**src/rtl/audio_fs_detect.sv**
```systemverilog
// rtl/audio_fs_detect.sv - audio sample-rate detector measuring LRCK period in clk cycles
// Classifies each LRCK period, debounces the class, and reports a locked rate code.
module audio_fs_detect #(
  parameter logic [15:0] FREQ_32K   = 16'h1,
  parameter logic [15:0] FREQ_441K  = 16'h2,
  parameter logic [15:0] FREQ_48K   = 16'h3,
  parameter logic [15:0] FREQ_96K   = 16'h4,
  parameter int          STABLE_CNT = 4,
  parameter int          TIMEOUT    = 2047
) (
  input  logic        clk,
  input  logic        rst_n,
  input  logic        lrck,
  output logic [15:0] audio_freq_mode,
  output logic        locked,
  output logic        mode_change
);

  localparam int          MW        = $clog2(STABLE_CNT + 1);
  localparam logic [10:0] TIMEOUT_C = 11'(TIMEOUT);
  localparam logic [MW-1:0] STABLE_C = MW'(STABLE_CNT);

  typedef enum logic {SEARCH = 1'b0, LOCKED = 1'b1} state_t;

  logic          sync1_q, sync2_q, sync3_q;
  logic [10:0]   cnt_q, cnt_d;
  logic          ref_q, ref_d;
  logic [15:0]   cand_q, cand_d;
  logic [MW-1:0] match_q, match_d;
  logic [15:0]   cls;
  logic          rise, timeout, classify, reach;

  state_t        state_q;
  logic [15:0]   mode_q;
  logic          locked_q;
  logic          pulse_q;

  assign rise     = sync2_q & ~sync3_q;
  assign classify = rise & ref_q;

  // Saturating counter; the timeout fires once, on the cycle it reaches TIMEOUT.
  always_comb begin
    cnt_d   = cnt_q;
    timeout = 1'b0;
    if (rise) begin
      cnt_d = 11'd1;
    end else if (cnt_q != TIMEOUT_C) begin
      cnt_d = cnt_q + 11'd1;
      if (cnt_q == TIMEOUT_C - 11'd1) timeout = 1'b1;
    end
  end

  always_comb begin
    cls = 16'h0;
    if (cnt_q >= 11'd240 && cnt_q <= 11'd272)      cls = FREQ_96K;
    else if (cnt_q >= 11'd496 && cnt_q <= 11'd528) cls = FREQ_48K;
    else if (cnt_q >= 11'd541 && cnt_q <= 11'd573) cls = FREQ_441K;
    else if (cnt_q >= 11'd744 && cnt_q <= 11'd792) cls = FREQ_32K;
  end

  always_comb begin
    ref_d   = ref_q;
    cand_d  = cand_q;
    match_d = match_q;
    if (timeout) begin
      ref_d   = 1'b0;
      cand_d  = 16'h0;
      match_d = '0;
    end else if (rise) begin
      ref_d = 1'b1;
      if (classify) begin
        if (cls == cand_q) begin
          if (match_q != STABLE_C) match_d = match_q + 1'b1;
        end else begin
          cand_d  = cls;
          match_d = MW'(1);
        end
      end
    end
  end

  assign reach = classify && (match_d == STABLE_C);

  always_ff @(posedge clk or negedge rst_n) begin
    if (!rst_n) begin
      sync1_q <= 1'b0;
      sync2_q <= 1'b0;
      sync3_q <= 1'b0;
      cnt_q   <= 11'd0;
      ref_q   <= 1'b0;
      cand_q  <= 16'h0;
      match_q <= '0;
    end else begin
      sync1_q <= lrck;
      sync2_q <= sync1_q;
      sync3_q <= sync2_q;
      cnt_q   <= cnt_d;
      ref_q   <= ref_d;
      cand_q  <= cand_d;
      match_q <= match_d;
    end
  end

  always_ff @(posedge clk or negedge rst_n) begin
    if (!rst_n) begin
      state_q  <= SEARCH;
      mode_q   <= 16'h0;
      locked_q <= 1'b0;
      pulse_q  <= 1'b0;
    end else begin
      pulse_q <= 1'b0;
      case (state_q)
        SEARCH: begin
          if (reach && cand_d != 16'h0) begin
            state_q  <= LOCKED;
            mode_q   <= cand_d;
            locked_q <= 1'b1;
            pulse_q  <= 1'b1;
          end
        end
        LOCKED: begin
          if (timeout || (reach && cand_d == 16'h0)) begin
            state_q  <= SEARCH;
            mode_q   <= 16'h0;
            locked_q <= 1'b0;
            pulse_q  <= 1'b1;
          end else if (reach && cand_d != mode_q) begin
            mode_q  <= cand_d;
            pulse_q <= 1'b1;
          end
        end
        default: begin
          state_q  <= SEARCH;
          mode_q   <= 16'h0;
          locked_q <= 1'b0;
        end
      endcase
    end
  end

  assign audio_freq_mode = mode_q;
  assign locked          = locked_q;
  assign mode_change     = pulse_q;

endmodule

```
**config.mk**
```make
export PLATFORM = sky130hd
export DESIGN_NAME = audio_fs_detect
export DESIGN_NICKNAME = d
export VERILOG_FILES = /design/src/rtl/audio_fs_detect.sv
export SDC_FILE = /design/constraint.sdc
export NUM_CORES = 1
export LEC_CHECK = 0
export CAP_MARGIN = 25
export CORE_ASPECT_RATIO = 1.25
export CORE_MARGIN = 1.5
export CORE_UTILIZATION = 40
export CTS_CLUSTER_DIAMETER = 30
export CTS_CLUSTER_SIZE = 24
export DETAILED_ROUTE_END_ITERATION = 8
export GPL_TIMING_DRIVEN = 0
export PLACE_DENSITY_LB_ADDON = 0.05
export SLEW_MARGIN = 30
export SYNTH_ARGS = -nofsm -noshare
export SYNTH_HDL_FRONTEND = slang
export SYNTH_SLANG_ARGS = --single-unit
```
**constraint.sdc**
```tcl
create_clock -name clk -period 4.85 [get_ports clk]
set_input_delay 0.7275 -clock clk [delete_from_list [all_inputs] [get_ports clk]]
set_output_delay 0.7275 -clock clk [all_outputs]
set_load 0.05 [all_outputs]
```
==> key figures <==
Run status
  • Outcome: complete, no violations

Pwr
  • Psw: 311 uW
  • Clock power share: 30.8%
  • Seq pwr share: 49.8%
  • Pwr Density: between 200 and 300 nW/um2
  • Int Pwr: 696 uW
  • Leakage: 1.42 nW
  • Maximum vdd drop: ~180 uV
  • Comb pwr share: just under 20%
  • Switching share of power: around 31%

Layout
  • Area growth, synth to finish: 14.9%
  • Final Cell Area: between 3000 and 4000 um2
  • Share of cells above drive strength 1: 8.80%
  • Final non-filler cell total: 433
  • Nets: 350
  • N_diodes: 0

CTS
  • Worst skew pair latency: 0.32 ns
  • CTS clock-pin slew for the worst setup and hold paths: 0.11 ns
  • CTS Buf Count: 5
  • Postcts setup bufs: 0
  • # hold bufs at CTS: 0
  • Root buf cell: clkbuf_8
  • Largest buffer count on any clock path: 2
  • CTS tree: built
  • Num Clock Sinks: 53
  • H-tree lvl count: 2
  • Cts repair resizes: 0

Route
  • DR WL/cell: roughly 17 um
  • DRT Pass-1 Iters: 5
  • DRC Markers: 0
  • Overall routed net length: 7.24 mm
  • Vias/cell: 5.62
  • Vias: 2,432
  • Post-route ant nets: 0
  • Iteration-0 DRC Markers: 94

Global routing
  • First-pass GRT wire length: around 12 mm
  • Vias in the first global route: between 2,000 and 2,500
  • Aggregate global routing overflow: 0
  • Tot GR Track Use: 20.0%
  • Initial antenna violation count: 0
  • Largest net degree at the start of global routing: 35

Place
  • Post-DP Area: 3340 um2
  • GPL Wtd Cong: just over 0.8
  • Dpl cells: 426
  • IO Port Bufs: 20
  • Hpwl dp: 5.34 mm

Worst setup path
  • WP data required: 5.05 ns
  • WP buf/inv: 2
  • Endpoint class of the critical path: flop
  • Crit-path cells: clkbuf_1, or4_1, or3_1, a21oi_2, nor2_4, xnor2_1, o21a_4, buf_2, o311ai_1, a21oi_1, a41oi_4, mux2_2
  • Largest fanout on the critical path: 10
  • Startpoint types: flop
  • Largest stage delay, worst path: 0.59 ns
  • Crit path kind: reg2reg
  • CP Data Arrival Time: between 4 and 5 ns
  • Crit-path slowest cell: or4_1
  • Largest delay share family, worst path: compound AO/OA/AOI/OAI gates

Timing
  • Worst Tran Pin Value: ~0.9 ns
  • Fmax: 247 MHz
  • Setup TNS: 0 ns
  • Final setup viols: 0
  • Post-route clock period utilization: 83.5%
  • Slew Viols, Final: 0
  • Clk_skew: 0.0129 ns
  • Minimum clock period: 4.05 ns
  • RSZ-0062 raised after global routing: no
  • Headroom to the max-slew limit: 37.8%
  • Final Hold Vio Count: 0

Die
  • Die Width: 80.6 um
  • Die ar.: 8050 um2
  • Num rows: 35
  • Core ar.: 7310 um2
  • Initial core utilization: 41.1%
  • I/O Pins: 21
  • Die H: 100 um

Logic synthesis
  • Largest cells by area after synthesis: dfrtp_1 44%, nor2_1 4.4%, xnor2_1 3.2%
  • Syn avg cell area: 9.61 um2
  • Seq/Total Area, Yosys: 44.1%
  • Syn nets: 322
  • Post-Synthesis Cells: 313
  • Synthesized cell area: 3010 um2
  • Post-synth EDFFs: 0
  • Ys async rst share: 100%
  • #FFs+latches synth: 53
  • Netlist cell types: 56
  • Area leader, netlist: dfrtp_1
  • Yosys top cell area share: 44.1%
  • Post-synth top cells: 53 x dfrtp_1, 35 x nor2_1, 14 x nand2_1
  • Syn. warnings: 0
  • Most common flop cell mapped by yosys: dfrtp_1
  • Cell with the most instances after synthesis: dfrtp_1

Flow run
  • Max-cap violations: 0

Hold path
  • Hold Path Class: in2async
flip-flops by register name, indices dropped and copies added, names as in the netlist:
name	cells
audio_freq_mode	16
cand_q	16
cnt_q	11
match_q	3
locked	1
mode_change	1
ref_q	1
state_q	1
sync1_q	1
sync2_q	1
sync3_q	1
cells in the final DEF, fill, tap and decap left out, types with 2 or more instances in the layout:
master / netlist / final
nor2b_1: 11 / 11
xor2_1: 6 / 6
and2_1: 2 / 2
nand3_1: 9 / 9
dfrtp_1: 53 / 53
o22ai_1: 3 / 3
o2111ai_1: 2 / 2
clkdlybuf4s50_1: 0 / 19
nor2_1: 35 / 35
nor4_1: 9 / 8
nor4bb_1: 6 / 6
nand2b_1: 5 / 5
clkbuf_1: 12 / 12
or2_2: 2 / 2
o211ai_1: 3 / 3
clkbuf_8: 0 / 5
inv_1: 13 / 13
a31oi_1: 8 / 8
ha_1: 6 / 6
xnor2_1: 11 / 11
buf_6: 2 / 2
nor3_1: 9 / 9
buf_2: 2 / 2
and3_1: 13 / 13
o311ai_0: 2 / 2
o31ai_1: 7 / 7
a211oi_1: 3 / 3
o21a_1: 5 / 5
o21ai_0: 9 / 9
or3_1: 4 / 4
nand2_1: 14 / 14
a21oi_1: 12 / 12
nand4_1: 7 / 7
mux2_2: 4 / 4
path summary, 6_finish.rpt:
kind                          start                  to  slack (ns)  depth (start not counted)
setup / recovery           cnt_q[2]  audio_freq_mode[1]        0.80                         12
hold / removal                rst_n           cand_q[2]        0.28                          1
setup reg to reg           cnt_q[2]  audio_freq_mode[1]        0.80                         12
hold reg to reg             sync1_q             sync2_q        0.36                          0
max in group asynchronous     rst_n  audio_freq_mode[2]        4.09                          2
min in group clk            sync1_q             sync2_q        0.36                          0
cells by family (layout without fill, tap and decap cells):
kind of cell | after synthesis | after routing | synth area share (%)
AOI/OAI and AO/OA | 68 | 68 | 17.6
and+or+nand+nor | 136 | 136 | 25.2
adders and majority gates | 6 | 6 | 2.50
muxes | 4 | 4 | 1.50
xor gates and xnor gates | 17 | 17 | 4.95
buffers and inverters | 29 | 57 | 4.20
DFF | 53 | 53 | 44.1
through the flow:
step                util, %  hold WS, ns  setup WS, ns  total power [mW]
global placement       45.4        0.334         0.698             0.703
floorplan                 -        0.331          1.37             0.646
global route           47.2        0.295         0.554              1.07
detailed placement     45.7        0.341         0.652             0.705
CTS                    47.2        0.291         0.617              1.02
finish                 47.2        0.282         0.802              1.01
cell type report:
| cell class | count | area [um2] |
|---|---|---|
| Timing Repair Buffer | 21 | 218 |
| Inverter | 13 | 48.8 |
| Tap cell | 92 | 115 |
| Clock buffer | 5 | 68.8 |
| Buffer | 16 | 77.6 |
| Fill cell | 708 | 3860 |
| Clock inverter | 2 | 38.8 |
| Multi-Input combinational cell | 231 | 1560 |
| Sequential cell | 53 | 1330 |
power groups by stage:
| stage | clock network, mW | logic (mW) | registers (mW) |
|---|---|---|---|
| 2_1_floorplan | 0 | 0.133 | 0.513 |
| 3_3_place_gp | 0 | 0.192 | 0.510 |
| 3_5_place_dp | 0 | 0.195 | 0.511 |
| 4_1_cts | 0.320 | 0.196 | 0.502 |
| 5_1_grt | 0.340 | 0.225 | 0.507 |
| 6_report | 0.310 | 0.195 | 0.502 |
per-layer routing:
metal,GRT usage [%],vias up,routed length (um)
met1,24.1,1187,3100
li1,-,1196,-
met5,0,-,0
met2,36.6,38,3850
met3,2.82,11,165
met4,5.84,0,120
(Power assumes the default switching activity.)
